[src/rtl/idp_encoder_16.sv]
// idp_encoder_16: 3C crosstalk-avoidance codec (11-bit data <-> 16-wire TSV codeword); optional IDP_PATTERN_CHECK_EN adds pattern_err
module idp_encoder_16 (
    input  logic        clock,
    input  logic        reset,
    input  logic [10:0] din,
    output logic [15:0] tsv,
    output logic [10:0] dout
`ifdef IDP_PATTERN_CHECK_EN
    ,
    output logic        pattern_err
`endif
);
    localparam logic [14:0][9:0] WT = {10'd987, 10'd610, 10'd377, 10'd233, 10'd144,
                                       10'd89,  10'd55,  10'd34,  10'd21,  10'd13,
                                       10'd8,   10'd5,   10'd3,   10'd2,   10'd1};
    logic [9:0]  v;
    logic [14:0] t;
    logic [15:0] c;
    logic [9:0]  sum;
    // greedy Zeckendorf split of din[9:0] into transitions, then integrate transitions from c[0]
    always_comb begin
        v = din[9:0];
        t = '0;
        for (int i = 14; i >= 0; i--) begin
            if (v >= WT[i]) begin
                t[i] = 1'b1;
                v = v - WT[i];
            end
        end
        c = '0;
        c[0] = din[10];
        for (int i = 0; i < 15; i++) c[i+1] = c[i] ^ t[i];
    end
    // codeword register; reset wins over the capture on the same edge
    always_ff @(posedge clock) tsv <= reset ? 16'h0000 : c;
    // weighted sum of wire transitions; 10-bit wrap matches truncating an 11-bit sum
    always_comb begin
        sum = '0;
        for (int i = 0; i < 15; i++) if (tsv[i] ^ tsv[i+1]) sum = sum + WT[i];
    end
    assign dout = {tsv[0], sum};
`ifdef IDP_PATTERN_CHECK_EN
    // two adjacent transitions is exactly a 010 or 101 window
    always_comb begin
        pattern_err = 1'b0;
        for (int j = 0; j < 14; j++)
            if ((tsv[j] ^ tsv[j+1]) && (tsv[j+1] ^ tsv[j+2])) pattern_err = 1'b1;
    end
`endif
endmodule

[config.mk]
export PLATFORM = sky130hd
export DESIGN_NAME = idp_encoder_16
export DESIGN_NICKNAME = d
export VERILOG_FILES = /design/src/rtl/idp_encoder_16.sv
export SDC_FILE = /design/constraint.sdc
export NUM_CORES = 1
export LEC_CHECK = 0
export ABC_AREA = 1
export BUFFER_PORTS_ARGS = -buffer_cell sky130_fd_sc_hd__buf_2
export CAP_MARGIN = 20
export CORE_MARGIN = 3
export CORE_UTILIZATION = 55
export DETAILED_ROUTE_END_ITERATION = 6
export PLACE_DENSITY = 0.72
export SYNTH_ARGS = -nofsm -noshare
export SYNTH_HDL_FRONTEND = slang
export SYNTH_SLANG_ARGS = --single-unit
[constraint.sdc]
create_clock -name clock -period 47.8 [get_ports clock]
set_input_delay 11.95 -clock clock [delete_from_list [all_inputs] [get_ports clock]]
set_output_delay 11.95 -clock clock [all_outputs]
set_load 0.01 [all_outputs]
# Word level (Yosys, flattened, before mapping)
# Cells that the tools add are included.
[totals]
reg_bits = 16
[op_classes]
n_addsub = 28
order_cmp = 15
muxes = 44
n_bitwise = 30
[ops]
columns = ["cell", "n"]
rows = [
  ["two-way mux 10 bit", 28],
  ["XOR 1 bit", 30],
  ["adder 10 bit, second input constant", 2],
  ["adder 10 x 2 -> 10 bit, second input constant", 2],
  ["adder 10 x 4 -> 10 bit, second input constant", 2],
  ["adder 10 x 6 -> 10 bit, second input constant", 2],
  ["adder 10 x 8 -> 10 bit, second input constant", 2],
  [">= comparator 10 bit, second input constant", 2],
  [">= comparator 10 x 2 -> 1 bit, second input constant", 2],
  [">= comparator 10 x 4 -> 1 bit, second input constant", 2],
  [">= comparator 10 x 6 -> 1 bit, second input constant", 2],
  [">= comparator 10 x 8 -> 1 bit, second input constant", 2],
  ["subtractor 10 bit, second input constant", 2],
  ["subtractor 10 x 2 -> 10 bit, second input constant", 2],
  ["subtractor 10 x 4 -> 10 bit, second input constant", 2],
  ["subtractor 10 x 6 -> 10 bit, second input constant", 2],
  ["subtractor 10 x 8 -> 10 bit, second input constant", 2],
  ["two-way mux 1 bit", 16],
  ["adder 10 x 3 -> 10 bit, second input constant", 1],
  ["adder 10 x 5 -> 10 bit, second input constant", 1],
  ["adder 10 x 7 -> 10 bit, second input constant", 1],
  ["adder 10 x 9 -> 10 bit, second input constant", 1],
  [">= comparator 10 x 1 -> 1 bit, second input constant", 1],
  [">= comparator 10 x 3 -> 1 bit, second input constant", 1],
  ["7 further kinds", 7],
]

# Logic depth before layout (Yosys ltp)
# Gate-level depths: netlist of run 1.
[logic_depth]
ltp_word = 45
depth_mapped = 133
mapped_depth_nobuf = 128

# Worst setup path before layout of run 1
# No wires, ideal clock.
[synth_path]
kind = "in2reg"
start = "input port din[0]"
end = "register tsv[15]"
setup_ns = 0.115
arrival_ns = 23.850
required_time_ns = 47.685
setup_slack_ns = 23.835
path_stages = 119
path_buffers = 9
cell_sequence = "ha_1 inv_4 nand2_2 nand2_4 nand2_4 nand2_4 buf_12 nand2_2 a21oi_1 bufinv_8 nand2_4 buf_12 nand2_4 nand2_4 ha_1 nand3_1 nor2_1 nand2_1 [83 not listed] nand2_2 nand3_2 nand2_2 nand2_4 nand2_2 nand2_2 nand2_1 nand2_2 nand3_2 nand3_1 nand3b_1 nand2_1 nand2_1 nand3_2 nand2_1 nand2_1 a21oi_1 nor2_1"
[synth_between]
elab_chain_len = 45
[synth_lines]
columns = ["item", "line", "source"]
rows = [
  ["from (decl)", "5", "input logic [10:0] din,"],
  ["subtractor 10 bit / >= comparator 10 bit (equally long branches)", "27, 25", ""],
  ["two-way mux 10 bit", "25", "if (v >= WT[i]) begin"],
  ["subtractor 10 bit / >= comparator 10 bit (equally long branches)", "27, 25", ""],
  ["two-way mux 10 bit", "25", ""],
  ["subtractor 10 x 9 -> 10 bit / >= comparator 10 x 9 -> 1 bit (equally long branches)", "27, 25", ""],
  ["two-way mux 10 bit", "25", ""],
  ["subtractor 10 x 8 -> 10 bit / >= comparator 10 x 8 -> 1 bit (equally long branches)", "27, 25", ""],
  ["two-way mux 10 bit", "25", ""],
  ["[16 not listed]", "-", ""],
  ["subtractor 10 x 2 -> 10 bit / >= comparator 10 x 2 -> 1 bit (equally long branches)", "27, 25", ""],
  ["two-way mux 10 bit", "25", ""],
  ["subtractor 10 x 2 -> 10 bit / >= comparator 10 x 2 -> 1 bit (equally long branches)", "27, 25", ""],
  ["two-way mux 10 bit", "25", ""],
  [">= comparator 10 x 1 -> 1 bit", "25", ""],
  ["two-way mux 1 bit", "25", ""],
  ["XOR 1 bit (14 in series)", "32", "for (int i = 0; i < 15; i++) c[i+1] = c[i] ^ t[i];"],
  ["XOR 1 bit (*)", "32", ""],
  ["to (signal assigned)", "35", "always_ff @(posedge clock) tsv <= reset ? 16'h0000 : c;"],
  ["to (decl)", "6", "output logic [15:0] tsv,"],
]
# Mark *: on every way between the ends. The rest lies on a longest branch, timed or not.
# A chain may end at the register's enable or synchronous reset.

# Final worst setup path of run 1
# Ends and elaborated chain as after synthesis.

==> results of run 1 <==
kinds of logic (layout without fill, tap and decap cells):
kind of cell    after synthesis  in the layout
simple gates                867            867
compound gates              101            101
xor+xnor                     91             91
mux                           3              3
buf+inv                     204            231
fa+ha+maj                    29             29
flops                        16             16
cells in the mapped netlist (6+ instances only):
| master | instances |
|---|---|
| nand2_1 | 336 |
| inv_1 | 155 |
| nand3_1 | 140 |
| nand2_2 | 99 |
| nor2_1 | 82 |
| xor2_1 | 60 |
| nand2_4 | 53 |
| o21ai_0 | 42 |
| nand3_2 | 35 |
| nand4_1 | 32 |
| xnor2_1 | 30 |
| ha_1 | 29 |
| a21oi_1 | 23 |
| inv_2 | 21 |
| nor2_4 | 19 |
| dfxtp_1 | 16 |
| nor2_2 | 14 |
| nand3b_1 | 13 |
| or2_2 | 11 |
| o21ai_1 | 9 |
| a21oi_2 | 8 |
| nand3_4 | 8 |
| nor3_1 | 8 |
| nor2_8 | 7 |
| buf_12 | 6 |
cell type report:
| type | count | area, um^2 |
|---|---|---|
| sequential | 16 | 320.3 |
| multi-input combinational | 1091 | 6777 |
| timing repair buffer | 39 | 195.2 |
| tap | 180 | 225.2 |
| inverter | 188 | 757.0 |
| clock buffer | 4 | 88.84 |
| fill | 1440 | 5787 |
worst max-delay path, delay by kind of cell:
family                     cells  cell delay [ps]
AOI/OAI and AO/OA              2              400
xor gates and xnor gates       1              210
adders and majority gates      7             1610
buffers and inverters          9             1040
and+or+nand+nor               98            10770
metal layers:
metal | track usage [%] | routed length [um] | vias up
li1 | - | - | 4238
met1 | 29.11 | 8569 | 3370
met2 | 36.67 | 8027 | 83
met3 | 1.087 | 343 | 12
met4 | 3.155 | 159 | 0
met5 | 0 | 0 | -
metrics by stage:
step | setup WS [ps] | std cells | instance area (um^2) | hold WS (ps) | utilization, %
after floorplan | 23840 | 1311 | 8083 | 12090 | -
after global placement | 22000 | 1514 | 8274 | 12230 | 58.48
after detailed placement | 21740 | 1514 | 8274 | 12230 | 58.48
after CTS | 21940 | 1518 | 8363 | 11980 | 59.10
after global routing | 20230 | 1518 | 8363 | 12000 | 59.10
final | 21930 | 1518 | 8363 | 11980 | 59.10
path summary, 6_finish.rpt:
kind,endpoint,slack (ps)
max,tsv[15]$_SDFF_PP0_,21930
min,tsv[0]$_SDFF_PP0_,11980
==> impl_results.md, run 1 <==
- Layout cells sized above 1: 25.71%
- Yosys top cell by area: nand2_1
- Post-cts resize count: 0
- Fmax: 0.03866 GHz
- Hold_sp: din[10]
- Antenna Cells: 0
- Vias per cell: 5.074
- Core area: 14150 um^2
- Vias in the first global route: 6924
- Largest register FFs: 16
- Largest net degree at the start of global routing: 17
- Port Buffer Count: 39
- Largest family of logic cells by synthesized area: simple AND/OR/NAND/NOR gates
- Startpoint Class: input port
- Nets: approximately 1400
- GRT Resource Usage Total: 20.97%
- Initial antenna violation count: 0
- H-tree Lvls: 1
- Maximum cell stage delay along the critical path: approximately 310 ps
- Post-Syn Nets: roughly 1400
- Primary FF master, synth: dfxtp_1
- Top flop regs: tsv (16)
- Commonest non-fill, non-tap cell in the layout: nand2_1
- Fin crit share: 54.11%
- CTS tree: yes
- Crit path DAT: around 26000 ps
- Clock slew at reported path FFs: 50 ps
- Setup Buffers After CTS: 0
- Worst Hold Path Cells: 3
- Async SR Flop Fraction: 0%
- Die X: 127.2 um
- Mapped cell area: 8083 um^2
- Rel. slew slack: 62.62%
- Clock buffer depth: 2
- CP startpoint: din[0]
- Biggest register: tsv
- Outcome: finished, final reports clean
- Initial drt markers: 300
- Seq/Total Area, Yosys: 3.963%
- Compound-gate portion of the synthesized area: under 10%
- Post-synthesis simple-gate area fraction: 61.47%
- Gate Count Post-Synth: approximately 1300
- Xor-xnor portion of the synthesized cell area: 10.09%
- # IOs: 40
- Most frequent cells in the layout: 336 x nand2_1, 155 x inv_1, 140 x nand3_1, 99 x nand2_2, 82 x nor2_1
- Unrepaired setup endpoints after global routing: false
- Layout area overhead: 3.467%
- Residual DRC: 0
- Via count: 7703
- Setup Total Neg Slack: 0 ps
- Crit-path max FO: 16
- Congestion Overflow GR: 0
- Post-synthesis mux area share: 0.3870%
- Syn. warnings: 0
- Die area: 16190 um^2
- Slowest cell on crit path: nand3_2
- Adder-Cell Fraction of Synth Area: under 10%
- Unique masters post-synth: 54
- Routed WL: 17.10 mm
- # setup viols final: 0
- Endpoint class of the critical path: flip-flop
- HPWL Detailed: between 10 and 15 mm
- Final Hold Fails: 0
- CTS buffer count: 3
- Worst-margin pin slew: 555.5 ps
- Starting density of the core: 57.12%
- Post-synth top area share: 15.60%
- Synthesized area per cell: 6.165 um^2
- Final Max Tran Viols: 0
- Final Critical Period: 25870 ps
- Register bit total from synthesis: 16
- Drt wl/cell: roughly 11 um
- Crit Path Class: input port to flip-flop
- Post-synth EDFFs: 0
- Post-DRT Antenna Nets: 0
- CTS Hold Bufs: 0
- Cell mode on critical path: nand2_1
- Req. time, crit path: 47940 ps
- Clk root buf: clkbuf_16
- Final GP Congestion: 0.9186
- Worst Hold Class: input port to flip-flop
- Core Rows: 43
- First-pass GRT wire length: about 30 mm
- Max-Cap Viols: 0
- Die Ht: 127.2 um
- CTS Sinks: 16
- First-pass DRT Iterations: 6
- Area contributors post-synth: nand2_1 16%, nand3_1 8.7%, nand2_2 7.7%, nand2_4 7.4%, inv_1 7.2%
Power of run 1 is left out: the tool's default activity adds up to more than one toggle a clock period on the data nets, which glitch-free logic cannot reach.
==> run 2: changes to the inputs <==
ABC_AREA = 0   (was 1)
clock period = 26.2 ns   (was 47.8 ns; I/O delays follow)
==> run 2 against run 1 <==
Setup slack worse by 20000 ps. Sequential cell count stayed put. First-iteration DRC count increased by 110%. Synthesized cell count is 14% lower. Sequential share of layout area about the same. Hold slack got worse by 5300 ps. Global-route usage rose by 4.3 points. Critical path depth fell by 56. Area after synthesis is 1.3% lower. Via count is 14% higher. Routed wire length increased by 26%.
==> impl_results.md, run 2 <==
- Synthesized area per cell: around 7.1 um^2
- Fmax: 0.04070 GHz
- Largest net degree at the start of global routing: 21
- Met2 wire len: between 9 and 10 mm
- Highest metal used: met4
- Starting density of the core: 56.84%
- Req. time, crit path: ~26000 ps
- Layout cells sized above 1: 10.24%
- Port Buffer Count: 39
- Seq/Total Area, Yosys: under 10%
- Layout area overhead: 4.828%
- Drt wl/cell: roughly 16 um
- Primary FF master, synth: dfxtp_1
- Crit path DAT: 24690 ps
- Routed WL: 21.55 mm
- Post-Syn Nets: 1166
- First-pass GRT wire length: 36.09 mm
- Initial drt markers: 618
- Residual DRC: 0
- Outcome: finished, final reports clean
- Die area: 15990 um^2
- Mapped cell area: around 8000 um^2
- Place WS: 1315 ps
- Die Ht: 126.5 um
- First-pass DRT Iterations: 6
- Unique masters post-synth: ~110
- HPWL Detailed: 17.24 mm
- # setup viols final: 0
- CTS Sinks: 16
- Gate Count Post-Synth: approximately 1100
- Top flop regs: tsv (16)
- GRT Resource Usage Total: around 25%
- Worst Hold Path Cells: 2
- # IOs: 40
- Largest family of logic cells by synthesized area: compound AO/OA/AOI/OAI gates
- Largest register FFs: 16
- Final Critical Period: 24570 ps
- H-tree Lvls: 1
- Yosys top cell by area: xnor2_1
- CTS Hold Bufs: 0
- Unrepaired setup endpoints after global routing: false
- Post-synth top area share: 11.19%
- Startpoint Class: input port
- Via count: 8795
- Setup Total Neg Slack: 0 ps
- Commonest non-fill, non-tap cell in the layout: nor2_1
- Core Rows: 43
- Crit-path max FO: 20
- Adder-Cell Fraction of Synth Area: 4.672%
- Critical Path Sink: tsv[8]$_SDFF_PP0_
- Core area: 14040 um^2
- Post-synth EDFFs: 0
- Syn. warnings: 0
- Rel. slew slack: 40.41%
- Final Hold Fails: 0
- Max-Cap Viols: 0
- Congestion Overflow GR: 0
- Most frequent cells in the layout: 113 x nor2_1, 105 x nand2_1, 101 x xnor2_1, 77 x a21oi_1, 50 x xor2_1
- Die X: 126.5 um
- Slowest cell on crit path: or4_1
- Crit Path Class: input port to flip-flop
- Final GP Congestion: 0.9696
- Async SR Flop Fraction: 0%
- CP startpoint: din[0]
- Worst setup margin: 1628 ps
- Vias in the first global route: 7683
- Clock slew at reported path FFs: 50 ps
- Post-synthesis simple-gate area fraction: 26.21%
- Most common cell in the netlist: nor2_1
- Clk root buf: clkbuf_16
- Area contributors post-synth: xnor2_1 11%, xor2_1 5.5%, nor2_1 5.3%, nand2_1 4.9%, a21oi_1 4.8%
- Fin crit share: 93.79%
- Post-synthesis mux area share: 4.875%
- Register bit total from synthesis: 16
- Clock buffer depth: 2
- Maximum cell stage delay along the critical path: between 800 and 900 ps
- Biggest register: tsv
- Vias per cell: 6.693
- Met3 wire len: 1.137 mm
- Cell mode on critical path: ha_1
- Worst Hold Class: input port to flip-flop
- Worst-margin pin slew: 891.2 ps
- Metal1 wirelength: 10.07 mm
- Xor-xnor portion of the synthesized cell area: 20.13%
- Initial antenna violation count: 1
- Endpoint class of the critical path: flip-flop
- Post-synth top cells: 113 x nor2_1, 105 x nand2_1, 102 x xnor2_1, 77 x a21oi_1, 50 x xor2_1
- CTS tree: yes
- Compound-gate portion of the synthesized area: 36.62%
- Final Max Tran Viols: 0
- CTS buffer count: 3
- Post-DRT Antenna Nets: 0
- Nets: 1176
## run 2: changes by cell type in the layout (fill, tap and decap cells not counted), sizes merged, moves of 28 or more
cell,before,now
nor3,8,37
inv,181,29
nand2,493,105
a21oi,31,80
nand4,34,6
xnor2,30,102
nand3,183,39
## run 2: kinds of logic (layout without fill, tap and decap cells)
family	count (synthesis)	count (layout)
AO/OA/AOI/OAI	393	393
XOR/XNOR	164	164
adder cells (fa/ha/maj)	30	30
buffers and inverters	65	74
flip-flops	16	16
multiplexers	37	37
other	0	1
AND/OR/NAND/NOR	419	419
## run 2: cell type report
| cell class | count | area (um^2) |
|---|---|---|
| Sequential cell | 16 | 320.3 |
| Timing Repair Buffer | 41 | 210.2 |
| Fill cell | 1316 | 5675 |
| Multi-Input combinational cell | 1043 | 7411 |
| Inverter | 29 | 108.9 |
| Tap cell | 180 | 225.2 |
| Antenna cell | 1 | 2.502 |
| Clock buffer | 4 | 88.84 |
## run 2: metrics by stage
stage	utilization (%)	area, um^2	hold WS (ps)	cells
4_1_cts	59.46	8349	6660	1313
5_1_grt	59.58	8367	6680	1314
3_3_place_gp	58.83	8260	6907	1309
3_5_place_dp	58.83	8260	6906	1309
6_report	59.58	8367	6659	1314
2_1_floorplan	-	7981	6619	1124
## run 2: how the worst min path moves through the flow
stage / from / slack (ps) / end
after global routing: reset / 6680 / tsv[0]$_SDFF_PP0_
after floorplan: reset / 6620 / tsv[4]$_SDFF_PP0_
after detailed placement: reset / 6910 / tsv[10]$_SDFF_PP0_
after CTS: reset / 6660 / tsv[10]$_SDFF_PP0_
after global placement: reset / 6910 / tsv[1]$_SDFF_PP0_
final: reset / 6660 / tsv[3]$_SDFF_PP0_
## run 2: per-layer routing
metal	track usage (%)	vias up
met5	0	-
met3	1.221	44
met4	4.669	0
li1	-	4313
met2	42.81	318
met1	35.90	4120
## run 2: timing repair
| action | CTS | global route |
|---|---|---|
| endpoints found under the setup margin | 0 | 15 |
| gates resized for setup | 0 | 3 |
| setup buffers | 0 | 0 |
## run 2: critical path: cells and delay by family
| kind | cells | cell delay, ps |
|---|---|---|
| adders and majority gates | 7 | 1960 |
| and+or+nand+nor | 14 | 5100 |
| AOI/OAI and AO/OA | 25 | 6990 |
| buffers and inverters | 7 | 950 |
| xor gates and xnor gates | 3 | 1160 |
| muxes | 5 | 1910 |
Power of run 2 is left out for the same reason.
==> run 3: changes to the inputs <==
--- a/config.mk
+++ b/config.mk
@@ -9,8 +9,8 @@
 export BUFFER_PORTS_ARGS = -buffer_cell sky130_fd_sc_hd__buf_2
 export CAP_MARGIN = 20
-export CORE_MARGIN = 3
 export CORE_UTILIZATION = 55
 export DETAILED_ROUTE_END_ITERATION = 6
 export PLACE_DENSITY = 0.72
+export RECOVER_POWER = 50
 export SYNTH_ARGS = -nofsm -noshare
 export SYNTH_HDL_FRONTEND = slang
==> constraint.sdc (replaced) <==
create_clock -name clock -period 26.2 [get_ports clock]
set_input_delay 2.62 -clock clock [delete_from_list [all_inputs] [get_ports clock]]
set_output_delay 2.62 -clock clock [all_outputs]
set_load 0.01 [all_outputs]
==> run 3 against run 2 <==
Fmax grew 17%. Critical path depth shrank 2. Setup slack gained 3600 ps. Core utilization shrank 0.29 points. First-iteration DRC count grew 33%. Hold slack lost 3900 ps. Die area shrank 6.2%. Non-clock buffer count is the same.
==> impl_results.md, run 3 (synthesis results as in run 2) <==
- Fin crit share: between 80% and 90%
- Largest register FFs: 16
- Setup Total Neg Slack: 0 ps
- Clock buffer depth: 2
- Drt wl/cell: 16.39 um
- CTS buffer count: 3
- Crit path DAT: ~21000 ps
- Biggest register: tsv
- Starting density of the core: 56.84%
- Hold_sp: reset
- Die Ht: 122.5 um
- CP startpoint: din[0]
- Clk root buf: clkbuf_16
- Congestion Overflow GR: 0
- Commonest non-fill, non-tap cell in the layout: nor2_1
- First-pass DRT Iterations: 5
- H-tree Lvls: 1
- Rel. slew slack: about two fifths
- Worst-margin pin slew: about 900 ps
- Final Critical Period: 21000 ps
- Clock slew at reported path FFs: 50 ps
- GR peak layer: met2
- CTS Sinks: 16
- Setup Buffers After CTS: 0
- Worst setup margin: 5198 ps
- Grt met3 use: 1.766%
- First-pass GRT wire length: around 36 mm
- GR Util met1: 39.17%
- Max-Cap Viols: 0
- Post-DRT Antenna Nets: 0
- Slowest cell on crit path: or4_1
- Cell mode on critical path: ha_1
- # IOs: 40
- Initial drt markers: 824
- HPWL Detailed: approximately 17 mm
- Initial antenna violation count: 0
- Core area: approximately 14000 um^2
- Unrepaired setup endpoints after global routing: false
- Fmax: 0.04761 GHz
- Top flop regs: tsv (16)
- Startpoint Class: input port
- Req. time, crit path: 26320 ps
- Vias in the first global route: 7747
- Most frequent cells in the layout: 113 x nor2_1, 105 x nand2_1, 102 x xnor2_1, 77 x a21oi_1, 50 x xor2_1
- Antenna Cells: 0
- Place WS: 5269 ps
- Met2 usage: between 40% and 50%
- Port Buffer Count: 39
- Layout area overhead: 4.327%
- Routed WL: 21.51 mm
- Residual DRC: 0
- Final GP Congestion: 0.9840
- CTS tree: yes
- Final Hold Fails: 0
- Vias per cell: roughly 6.6
- GRT Resource Usage Total: 28.37%
- Final Max Tran Viols: 0
- Largest net degree at the start of global routing: 21
- Nets: 1176
- Core Rows: 43
- Layout cells sized above 1: 8.120%
- Via count: 8726
- Post-cts resize count: 0
- Maximum cell stage delay along the critical path: 850 ps
- Endpoint class of the critical path: flip-flop
- Crit Path Class: input port to flip-flop
- CTS Hold Bufs: 0
- Outcome: finished, final reports clean
- Die X: 122.5 um
- Crit-path max FO: 20
- Worst Hold Class: input port to flip-flop
- Die area: 15000 um^2
- # setup viols final: 0
==> run 3: final timing paths <==
check                           endpoint  cells past startpoint
worst min-delay path  tsv[15]$_SDFF_PP0_                      2
worst max-delay path   tsv[8]$_SDFF_PP0_                     59
==> run 3: final cells by class <==
cell class,count,area [um^2]
clock buffers,4,88.84
fillers,1378,5715
inverters,29,108.9
multi-input cells,1043,7396
flip-flops and latches,16,320.3
well taps,180,225.2
repair buffers,41,187.7
==> run 3: critical path: cells and delay by family <==
kind            cells  cell delay [ps]
buf+inv             6              870
xor+xnor            4             1970
mux                 5             1890
compound gates     23             7270
simple gates       14             4500
fa+ha+maj           7             1980
==> run 3: stage by stage <==
step	instances	hold WS [ps]	util, %	area (um^2)
2_1_floorplan	1124	2689	-	7981
3_3_place_gp	1308	2977	58.77	8253
3_5_place_dp	1309	2983	58.85	8264
4_1_cts	1313	2732	59.49	8353
5_1_grt	1313	2745	59.30	8327
6_report	1313	2728	59.30	8327
==> run 3: routing by layer <==
layer,wire [um],part of all wire [%]
met4,352,1.6
met3,1202,5.6
met2,9821,46
met5,0,0
met1,10140,47
Power of run 3 is left out for the same reason.
